### src/rtl/lsu_pkg.sv
// Shared funct3 encodings, FSM states and alignment checks for the load/store unit.
package lsu_pkg;

    localparam logic [2:0] F3_B  = 3'b000;
    localparam logic [2:0] F3_H  = 3'b001;
    localparam logic [2:0] F3_W  = 3'b010;
    localparam logic [2:0] F3_BU = 3'b100;
    localparam logic [2:0] F3_HU = 3'b101;

    typedef enum logic [2:0] {IDLE, RD, WAIT, WR, RESP} lsu_state_t;

    function automatic logic lsu_misaligned(input logic [2:0] f3, input logic [1:0] addr_lo);
        case (f3[1:0])
            2'b01:   return addr_lo[0];
            2'b10:   return addr_lo != 2'b00;
            default: return 1'b0;
        endcase
    endfunction

    function automatic logic lsu_illegal(input logic we, input logic [2:0] f3);
        if (we)
            return !(f3 inside {F3_B, F3_H, F3_W});
        return !(f3 inside {F3_B, F3_H, F3_W, F3_BU, F3_HU});
    endfunction

endpackage

### src/rtl/lsu_align.sv
// Lane extraction/extension for loads and lane merge for sub-word stores.
// Purely combinational; little-endian lanes selected by the low address bits.
module lsu_align (
    input  logic [2:0]  f3,
    input  logic [1:0]  addr_lo,
    input  logic [31:0] word,
    input  logic [31:0] wdata,
    output logic [31:0] load_data,
    output logic [31:0] store_data
);
    logic [4:0]  b_sh;
    logic [4:0]  h_sh;
    logic [31:0] byte_w;
    logic [31:0] half_w;
    logic [31:0] mask;
    logic [31:0] ins;

    assign b_sh   = {addr_lo, 3'b000};
    assign h_sh   = {addr_lo[1], 4'b0000};
    assign byte_w = word >> b_sh;
    assign half_w = word >> h_sh;

    always_comb begin
        load_data = word;
        mask      = '1;
        ins       = wdata;
        case (f3[1:0])
            2'b00: begin
                load_data = {{24{byte_w[7] & ~f3[2]}}, byte_w[7:0]};
                mask      = 32'h0000_00FF << b_sh;
                ins       = {24'b0, wdata[7:0]} << b_sh;
            end
            2'b01: begin
                load_data = {{16{half_w[15] & ~f3[2]}}, half_w[15:0]};
                mask      = 32'h0000_FFFF << h_sh;
                ins       = {16'b0, wdata[15:0]} << h_sh;
            end
            default: ;
        endcase
    end

    // Untouched lanes keep the RAM contents so the write-back is a true merge.
    assign store_data = (word & ~mask) | (ins & mask);

endmodule

### src/rtl/load_store_unit.sv
// Turns byte/half/word loads and stores into aligned RAM word accesses (RMW for sub-word stores).
// Latency: error 1, word store 2, load 3, sub-word store 4 cycles; req_ready only while idle.
module load_store_unit
    import lsu_pkg::*;
#(
    parameter int ADDR_W = 32,
    parameter int DATA_W = 32
) (
    input  logic              clk,
    input  logic              rst,
    input  logic              req_valid,
    output logic              req_ready,
    input  logic              req_we,
    input  logic [2:0]        req_f3,
    input  logic [ADDR_W-1:0] req_addr,
    input  logic [DATA_W-1:0] req_wdata,
    output logic              resp_valid,
    output logic [DATA_W-1:0] resp_rdata,
    output logic              resp_err,
    output logic [ADDR_W-1:0] mem_addr,
    output logic              mem_w_en,
    output logic [DATA_W-1:0] mem_w_data,
    input  logic [DATA_W-1:0] mem_r_data
);
    lsu_state_t        state;
    logic              we_q;
    logic [2:0]        f3_q;
    logic [1:0]        addr_lo_q;
    logic [DATA_W-1:0] wdata_q;
    logic [ADDR_W-1:0] mem_addr_q;
    logic              w_en_q;
    logic [DATA_W-1:0] w_data_q;
    logic [DATA_W-1:0] load_data;
    logic [DATA_W-1:0] store_data;
    logic              req_bad;

    lsu_align u_align (
        .f3         (f3_q),
        .addr_lo    (addr_lo_q),
        .word       (mem_r_data),
        .wdata      (wdata_q),
        .load_data  (load_data),
        .store_data (store_data)
    );

    assign req_ready  = (state == IDLE);
    assign req_bad    = lsu_illegal(req_we, req_f3) || lsu_misaligned(req_f3, req_addr[1:0]);
    assign mem_addr   = mem_addr_q;
    assign mem_w_data = w_data_q;
    // Combinational gate so a reset landing on the WR cycle never reaches the RAM.
    assign mem_w_en   = w_en_q & ~rst;

    always_ff @(posedge clk) begin
        if (rst) begin
            state      <= IDLE;
            we_q       <= 1'b0;
            f3_q       <= '0;
            addr_lo_q  <= '0;
            wdata_q    <= '0;
            mem_addr_q <= '0;
            w_en_q     <= 1'b0;
            w_data_q   <= '0;
            resp_valid <= 1'b0;
            resp_rdata <= '0;
            resp_err   <= 1'b0;
        end else begin
            case (state)
                IDLE: if (req_valid) begin
                    we_q      <= req_we;
                    f3_q      <= req_f3;
                    addr_lo_q <= req_addr[1:0];
                    wdata_q   <= req_wdata;
                    if (req_bad) begin
                        state      <= RESP;
                        resp_valid <= 1'b1;
                        resp_err   <= 1'b1;
                        resp_rdata <= '0;
                    end else if (req_we && req_f3 == F3_W) begin
                        state      <= WR;
                        mem_addr_q <= {req_addr[ADDR_W-1:2], 2'b00};
                        w_en_q     <= 1'b1;
                        w_data_q   <= req_wdata;
                    end else begin
                        state      <= RD;
                        mem_addr_q <= {req_addr[ADDR_W-1:2], 2'b00};
                    end
                end
                RD: state <= WAIT;
                WAIT: begin
                    if (we_q) begin
                        state    <= WR;
                        w_en_q   <= 1'b1;
                        w_data_q <= store_data;
                    end else begin
                        state      <= RESP;
                        mem_addr_q <= '0;
                        resp_valid <= 1'b1;
                        resp_err   <= 1'b0;
                        resp_rdata <= load_data;
                    end
                end
                WR: begin
                    state      <= RESP;
                    mem_addr_q <= '0;
                    w_en_q     <= 1'b0;
                    w_data_q   <= '0;
                    resp_valid <= 1'b1;
                    resp_err   <= 1'b0;
                    resp_rdata <= '0;
                end
                RESP: begin
                    state      <= IDLE;
                    resp_valid <= 1'b0;
                end
                default: state <= IDLE;
            endcase
        end
    end

endmodule

### config.mk
export PLATFORM = sky130hd
export DESIGN_NAME = load_store_unit
export DESIGN_NICKNAME = d
export VERILOG_FILES = /design/src/rtl/lsu_pkg.sv /design/src/rtl/lsu_align.sv /design/src/rtl/load_store_unit.sv
export SDC_FILE = /design/constraint.sdc
export NUM_CORES = 1
export LEC_CHECK = 0
export CAP_MARGIN = 10
export CORE_ASPECT_RATIO = 0.8
export CORE_MARGIN = 3
export CORE_UTILIZATION = 49
export CTS_CLUSTER_DIAMETER = 100
export DETAILED_ROUTE_END_ITERATION = 8
export PLACE_DENSITY = 0.91
export RECOVER_POWER = 50
export SETUP_SLACK_MARGIN = 0.15
export SLEW_MARGIN = 20
export SYNTH_ARGS = -nofsm -noshare
export SYNTH_HDL_FRONTEND = slang
export SYNTH_HIERARCHICAL = 1
export SYNTH_SLANG_ARGS = --single-unit
### constraint.sdc
create_clock -name clk -period 3.1 [get_ports clk]
set_clock_uncertainty 0.2 [all_clocks]
set_input_delay 0.465 -clock clk [delete_from_list [all_inputs] [get_ports clk]]
set_output_delay 0.465 -clock clk [all_outputs]
set_load 0.005 [all_outputs]
# == Word level (Yosys, flattened, before mapping) ==
# Cells that the tools add are included.
# classes
n_eq_ne,17
reduce_logical,17
bitwise,9
shifts,6
muxes,36
# op_table
operator,n
32-bit 2-to-1 mux,10
32-bit one-hot mux with 3 select lines,3
32-bit one-hot mux with 2 select lines,3
32-bit AND,2
32-bit inverter,1
32-bit bitwise OR,1
16-bit by 5-bit left shift with 32-bit output,1
16-bit by 5-bit left shift with 32-bit output (first input constant),1
8-bit by 5-bit left shift with 32-bit output,1
8-bit by 5-bit left shift with 32-bit output (first input constant),1
32-bit by 5-bit right shift with 16-bit output,1
32-bit by 5-bit right shift with 8-bit output,1
3-bit one-hot mux with 4 select lines,1
4-bit AND reduction,3
1-bit 2-to-1 mux,11
3-bit by 2-bit equality test with 1-bit output (second input constant),3
3-bit equality test (second input constant),3
3-bit 2-to-1 mux,3
2-bit inequality test (second input constant),4
3-bit by 1-bit equality test with 1-bit output (second input constant),2
3-bit zero test,2
1-bit one-hot mux with 3 select lines,2
3-bit nonzero test,2
5-bit AND reduction,1
other kinds (16),22
# word_totals
input_bits,103
out_inout_bits,100
elab_cells,96
reg_bits,140

# == Logic depth before layout (Yosys ltp) ==
# Gate-level depths: netlist of run 1.
# depth
depth_word,9
mapped_depth,12
depth_no_buf,8

# == By module ==
# The synthesis of run 1 kept the hierarchy.
# modules_own_cells
module,area_per_inst_um2,seq_area_each_um2,cells_each,n_inst
load_store_unit,5886.9,2762.6,651,1
lsu_align,1371.3,0.0,189,1

# == Worst setup path after synthesis of run 1 ==
# OpenSTA, ideal clock, no wires.
# synth_timing
path_type,input port to flip-flop
start,input req_f3[0]
end,"register w_data_q[10], in the netlist mem_w_data[10]"
n_path_buf,2
arrival_time_ns,2.096
path_slack_ns,0.682
setup_time_ns,0.121
required_time_ns,2.779
stages,9
cell_sequence,inv_1 ha_1 o211a_1 a31oi_2 nand2_1 a221o_1 buf_6 buf_12 mux2_4
# synth_between
elab_chain_cells,8
elab_cells_between_ends,19
cone_classes,eq/ne: 8; mux: 3; reduce/logical: 8
# synth_lines
item,line,rtl
start: declaration,load_store_unit.sv:14,"input logic [2:0] req_f3,"
"3-bit by 1-bit equality test with 1-bit output, or another cell as far along","lsu_pkg.sv:22, lsu_pkg.sv:23",
3-bit nonzero test,lsu_pkg.sv:22,"return !(f3 inside {F3_B, F3_H, F3_W});"
1-bit zero test,lsu_pkg.sv:22,
1-bit 2-to-1 mux,lsu_pkg.sv:21,if (we)
1-bit 2-to-1 mux,lsu_pkg.sv:23,"return !(f3 inside {F3_B, F3_H, F3_W, F3_BU, F3_HU});"
1-bit logical OR,load_store_unit.sv:47,"assign req_bad = lsu_illegal(req_we, req_f3) || lsu_misaligned(req_f3, req_addr[1:0]);"
2-bit inequality test (no line),-,
5-bit AND reduction (no line) *,-,
end signal: assignment,load_store_unit.sv:82,w_data_q <= req_wdata;
end signal: assignment,load_store_unit.sv:93,w_data_q <= store_data;
end: declaration,load_store_unit.sv:32,logic [DATA_W-1:0] w_data_q;
# Mark *: on every way between the ends. The rest lies on a longest branch, timed or not. The select of a mux whose other input is x is not followed.
# A chain may end at the register's enable or synchronous reset.

# == Worst setup path after layout of run 1 ==
# layout_timing
start,register addr_lo_q[1]
end,"register w_data_q[16], in the netlist mem_w_data[16]"
# layout_between
elab_chain_cells,7
elab_cells_between_ends,12
cone_classes,shift: 4; mux: 4; bitwise: 4
# layout_lines
item,line,rtl
start: declaration,load_store_unit.sv:28,logic [1:0] addr_lo_q;
start signal: assignment,load_store_unit.sv:71,addr_lo_q <= req_addr[1:0];
16-bit by 5-bit left shift with 32-bit output / 8-bit by 5-bit left shift with 32-bit output (equally long branches),"lsu_align.sv:35, lsu_align.sv:30",
32-bit one-hot mux with 2 select lines,lsu_align.sv:27,case (f3[1:0])
32-bit inverter,lsu_align.sv:43,assign store_data = (word & ~mask) | (ins & mask);
32-bit AND,lsu_align.sv:43,
32-bit bitwise OR *,lsu_align.sv:43,
net store_data[16],load_store_unit.sv:34,logic [DATA_W-1:0] store_data;
32-bit 2-to-1 mux *,load_store_unit.sv:90,if (we_q) begin
32-bit one-hot mux with 3 select lines *,load_store_unit.sv:67,case (state)
# The timed path passes the listed nets; every way through them passes the cells marked *. The select of a mux whose other input is x is not followed.

==> results of run 1 <==
[cell usage after synthesis (all sizes together), types with 8 or more instances]
cell | count | area, um^2
mux2i | 38 | 380
buf | 35 | 275
nor2 | 51 | 201
a222oi | 8 | 80.1
nor2b | 33 | 206
inv | 15 | 56.3
a22oi | 9 | 67.6
a21oi | 99 | 537
nand2 | 181 | 679
nor3b | 40 | 300
mux2 | 50 | 672
a22o | 39 | 342
a221o | 24 | 240
dfxtp | 138 | 2760
clkbuf | 38 | 143
[flip-flops by register name, indices dropped and copies added, names as in the netlist]
name / count
addr_lo_q: 2
f3_q: 3
mem_addr: 30
mem_w_data: 32
resp_err: 1
resp_rdata: 32
resp_valid: 1
state: 3
w_en_q: 1
wdata_q: 32
we_q: 1
[cell families after synthesis]
kind of cell    count (synthesis)  synth area share (%)
buf+inv                        88                  6.53
compound gates                198                  19.6
simple gates                  324                  20.8
mux                            88                  14.5
other cells                     1                0.0517
flops                         138                  38.1
fa+ha+maj                       3                 0.517
[routing by layer]
metal / wire (um) / share of wire (%) / GRT usage, %
met3: 2630 / 12 / 9.27
met2: 10300 / 46 / 42.4
met4: 495 / 2.2 / 8.44
met1: 8880 / 40 / 34.0
met5: 13 / 0.058 / 0
[path summary, 6_finish.rpt]
kind                             startpoint                     endpoint  slack, ns  cells after the start
setup reg to reg  addr_lo_q[1]$_SDFFE_PP0P_  mem_w_data[16]$_SDFFE_PP0P_       0.39                      9
setup / recovery  addr_lo_q[1]$_SDFFE_PP0P_  mem_w_data[16]$_SDFFE_PP0P_       0.39                      9
hold / removal                          rst      resp_valid$_SDFFE_PP0P_       0.23                      2
hold reg to reg   mem_addr[28]$_SDFFE_PP0P_    mem_addr[28]$_SDFFE_PP0P_       0.26                      2
[layout make-up]
type                            instances  share of cell area [%]
Clock buffer                           19                    4.39
Clock inverter                         13                    1.29
Inverter                               15                   0.570
Multi-Input combinational cell        615                    41.1
Sequential cell                       138                    28.0
Tap cell                              184                    2.33
Timing Repair Buffer                  219                    22.3
[critical path: cells and delay by family (launching register included)]
family	cells	cell delay [ns]
simple gates	5	1.50
flops	1	0.34
buf+inv	1	0.25
compound gates	2	0.22
mux	1	0.14
[power breakdown]
part / switching [mW] / internal, mW / total, mW
Sequential: 0.0804 / 1.88 / 1.96
Clock: 0.766 / 1.17 / 1.94
Combinational: 0.537 / 0.520 / 1.06
Total: 1.38 / 3.57 / 4.96
[stage by stage]
stage | instance area, um^2 | setup slack, ns
after floorplan | 7260 | 0.682
after global placement | 9310 | 0.161
after detailed placement | 9310 | 0.0797
after CTS | 9870 | 0.434
after global routing | 9870 | 0.288
final | 9870 | 0.387
==> results.json, run 1 <==
{
  "ys_seq_area_share_pct": 38.1,
  "cts.sinks": 138,
  "startpoint_type": "register",
  "period_share_pct": 87.5,
  "finalCriticalPeriod_ns": 2.71,
  "crit_path_end_kind": "register",
  "ant_nets": 0,
  "hold_class": "in -> reg",
  "cp_slowest_stage_delay_ns": 0.55,
  "power_mw": 4.96,
  "power_density_nw_per_um2": 502,
  "slew_violations": 0,
  "avgSynthCellArea_um2": 8.64,
  "vias": 7020,
  "tritoncts": "built",
  "die_w_um": 142,
  "diodes": 0,
  "critPathKind": "reg -> reg",
  "ys_ff_latch": 138,
  "critPathRequiredTime_ns": 3.26,
  "cp_max_fo": 17,
  "pin_count": 203,
  "fillerInstances": 1094,
  "layout.nets": 1112,
  "die_h_um": 115,
  "yosys_warnings": 6,
  "multi_input_area_um2": 4060,
  "utilization_pct": 68.6,
  "dieArea_um2": 16300,
  "synthFlopType": "dfxtp_1",
  "io_buffers": 200,
  "dpl.hpwl_mm": 15.9,
  "clk_pin_slew_worst_paths_ns": 0.06,
  "rows": 39,
  "hold_viol_final": 0,
  "rsz0062_at_grt": "no",
  "syn_inst": 840,
  "cts_buffers": 17,
  "setup_viol": 0,
  "synth_edf_count": 0,
  "overflow": 0,
  "gp_congestion": 0.911,
  "final_common_cell": "nand2_1",
  "final_cell_mix": "nand2_1, dfxtp_1, clkdlybuf4s50_1",
  "first_global_vias": 6614,
  "cts_root_buf": "clkbuf_16",
  "holdWs_ns": 0.228,
  "cts-htree-levels": 4,
  "tns_ns": 0,
  "fmax_ghz": 0.369,
  "cts_resized": 0,
  "cts_hold_buf": 0,
  "grt_max_degree": 86,
  "wl_per_cell_um": 18.5,
  "tightest_slew_ns": 0.960,
  "drc": 4,
  "dp_cells": 1171,
  "leakage_nw": 4.16,
  "grt_first_pass_wirelength_mm": 34.7,
  "vdd_drop_max_uv": 420,
  "synth-async-reset-ratio_pct": 0,
  "synthToLayoutAreaGrowth_pct": 36.0,
  "dr.pass1.iters": 9,
  "cts_setup_buffers": 0,
  "critPathSlowestCell": "nor2b_1",
  "clk_latency_ns": 0.42,
  "regArea_um2": 2760,
  "max-slew-margin-rel_pct": 36.0,
  "drtIter0Drc": 874,
  "wl_mm": 22.3,
  "drv_cap": 0,
  "synth_area_um2": 7260,
  "violations": "DRC",
  "drt-vias-per-instance": 5.84,
  "drive_gt1_share_pct": 12.6,
  "arrival_ns": 2.88,
  "clockBufferDepth": 2,
  "grt_usage_pct": 26.6,
  "outcome": "finished with violations",
  "grt_antenna_before_repair": 1,
  "crit_chain": "buf_4 -> nor2b_1 -> and2_1 -> a22oi_1 -> nand2_1 -> nor3b_1 -> a21oi_1 -> nor2_1 -> mux2_4",
  "final_cells": 1203,
  "start_util_pct": 50.4,
  "synth_cell_types": 50,
  "core_area_um2": 14400
}
Power figures use the tool's default switching activity.
==> run 2, diff against run 1 <==
- GPL_TIMING_DRIVEN: default -> 0
- SLEW_MARGIN: 20 -> 10
==> run 2 against run 1 <==
  * The run still ends with DRC left
  * Setup slack lost 0.15 ns
  * Design area rose by 2.1%
  * Count of clock-buffer cells in the layout stayed put
  * Highest routed layer is now met4
  * Register-to-register slack hardly changed
  * Combinational power increased by 4%
  * First-iteration DRC count up 4.2%
  * Clock power is 4% higher
  * Via count is 4.0% higher
  * Worst hold slack improved by 0.026 ns
  * Fmax fell by 5.2%
  * Final cell count rose by 4.5%
  * Critical path depth down 3
==> results.json, run 2 (synthesis gave the netlist of run 1 again) <==
{
  "rsz0062_at_grt": "no",
  "max-slew-margin-rel_pct": 22.0,
  "start_util_pct": 50.4,
  "fmax_ghz": 0.349,
  "arrival_ns": 2.20,
  "gp_congestion": 0.995,
  "cp_slowest_stage_delay_ns": 0.52,
  "drc": 7,
  "die_w_um": 142,
  "io_buffers": 200,
  "layout.nets": 1166,
  "holdWs_ns": 0.254,
  "crit_chain": "clkdlybuf4s50_1 -> buf_4 -> clkbuf_4 -> clkbuf_4 -> nor2_2 -> clkdlybuf4s50_1",
  "critPathRequiredTime_ns": 2.43,
  "clk_pin_slew_worst_paths_ns": 0.06,
  "dp_slack_ns": -0.413,
  "wl_per_cell_um": 18.7,
  "hold_viol_final": 0,
  "violations": "DRC",
  "cts-htree-levels": 4,
  "vdd_drop_max_uv": 416,
  "final_cell_mix": "nand2_1, dfxtp_1, clkdlybuf4s50_1",
  "drive_gt1_share_pct": 12.4,
  "vias": 7301,
  "dr.pass1.iters": 9,
  "pin_count": 203,
  "leakage_nw": 4.27,
  "critPathSlowestCell": "clkdlybuf4s50_1",
  "grt_antenna_before_repair": 1,
  "crit_buf_inv": 5,
  "power_density_nw_per_um2": 504,
  "outcome": "finished with violations",
  "drtIter0Drc": 911,
  "die_h_um": 115,
  "cts_buffers": 17,
  "wl_mm": 23.5,
  "rows": 39,
  "dp_cells": 1225,
  "first_global_vias": 7000,
  "drv_cap": 0,
  "clk_latency_ns": 0.42,
  "tightest_slew_ns": 1.16,
  "cts.sinks": 138,
  "clockBufferDepth": 2,
  "drt-vias-per-instance": 5.81,
  "setup_viol": 0,
  "final_common_cell": "nand2_1",
  "finalCriticalPeriod_ns": 2.86,
  "utilization_pct": 70.0,
  "tns_ns": 0,
  "ant_nets": 0,
  "fillerInstances": 1085,
  "grt_max_degree": 17,
  "hold_class": "reg -> reg",
  "final_cells": 1257,
  "startpoint_type": "input port",
  "cts_root_buf": "clkbuf_16",
  "tritoncts": "built",
  "dieArea_um2": 16300,
  "period_share_pct": 92.3,
  "grt_first_pass_wirelength_mm": 36.5,
  "diodes": 0,
  "cpLargestDelayFamily": "buffers and inverters",
  "fin_ws_ns": 0.239,
  "cp_max_fo": 10,
  "crit_path_end_kind": "output pin",
  "dpl.hpwl_mm": 17.9,
  "core_area_um2": 14400,
  "synthToLayoutAreaGrowth_pct": 38.9,
  "grt_usage_pct": 28.3,
  "overflow": 0,
  "slew_violations": 0,
  "critPathKind": "in -> out"
}
-- run 2: worst paths after layout --
check                                              start                         end  slack (ns)  cells after the start
worst max register to register     state[1]$_SDFFE_PP0N_  resp_rdata[5]$_SDFFE_PP0P_        0.40                      5
worst min register to register  mem_addr[7]$_SDFFE_PP0P_    mem_addr[7]$_SDFFE_PP0P_        0.25                      2
worst min-delay path            mem_addr[7]$_SDFFE_PP0P_    mem_addr[7]$_SDFFE_PP0P_        0.25                      2
worst max-delay path                                 rst                    mem_w_en        0.24                      6
-- run 2: layer usage --
| layer | GRT usage (%) | up-vias | part of all wire (%) |
|---|---|---|---|
| met5 | 0 | - | 0 |
| met1 | 36.8 | 3354 | 41 |
| met3 | 8.44 | 78 | 13 |
| met2 | 44.3 | 472 | 43 |
| li1 | - | 3397 | - |
| met4 | 11.3 | 0 | 3.1 |
-- run 2: what timing repair did --
action                     CTS  global route
gates resized for setup      5             3
hold buffers                 0             0
setup endpoints to repair    1             1
buffers inserted             0             0
-- run 2: report_power, final --
| part | internal [mW] | switching, mW |
|---|---|---|
| combinational | 0.536 | 0.565 |
| clock | 1.21 | 0.810 |
| sequential | 1.88 | 0.0790 |
| total | 3.62 | 1.45 |
-- run 2: stage by stage --
step | total power, mW | instance area [um^2]
5_1_grt | 5.27 | 10100
3_5_place_dp | 3.09 | 9490
2_1_floorplan | 2.62 | 7260
3_3_place_gp | 3.07 | 9490
6_report | 5.08 | 10100
4_1_cts | 5.10 | 10100
-- run 2: layout make-up --
| class | instances | area, um^2 | area share, % |
|---|---|---|---|
| clock buffer | 19 | 443 | 4.39 |
| clock inverter | 13 | 143 | 1.42 |
| inverter | 15 | 56.3 | 0.559 |
| buffer | 73 | 414 | 4.11 |
| tap | 184 | 230 | 2.28 |
| sequential | 138 | 2760 | 27.4 |
| multi-input combinational | 615 | 4030 | 40.0 |
| timing repair buffer | 200 | 2000 | 19.9 |
-- run 2: worst reg2reg max path: cells and delay by family (launching register included) --
kind | cells | cell delay (ns)
DFF | 1 | 0.30
buffers and inverters | 2 | 0.82
AOI/OAI and AO/OA | 1 | 0.24
and+or+nand+nor | 2 | 1.09
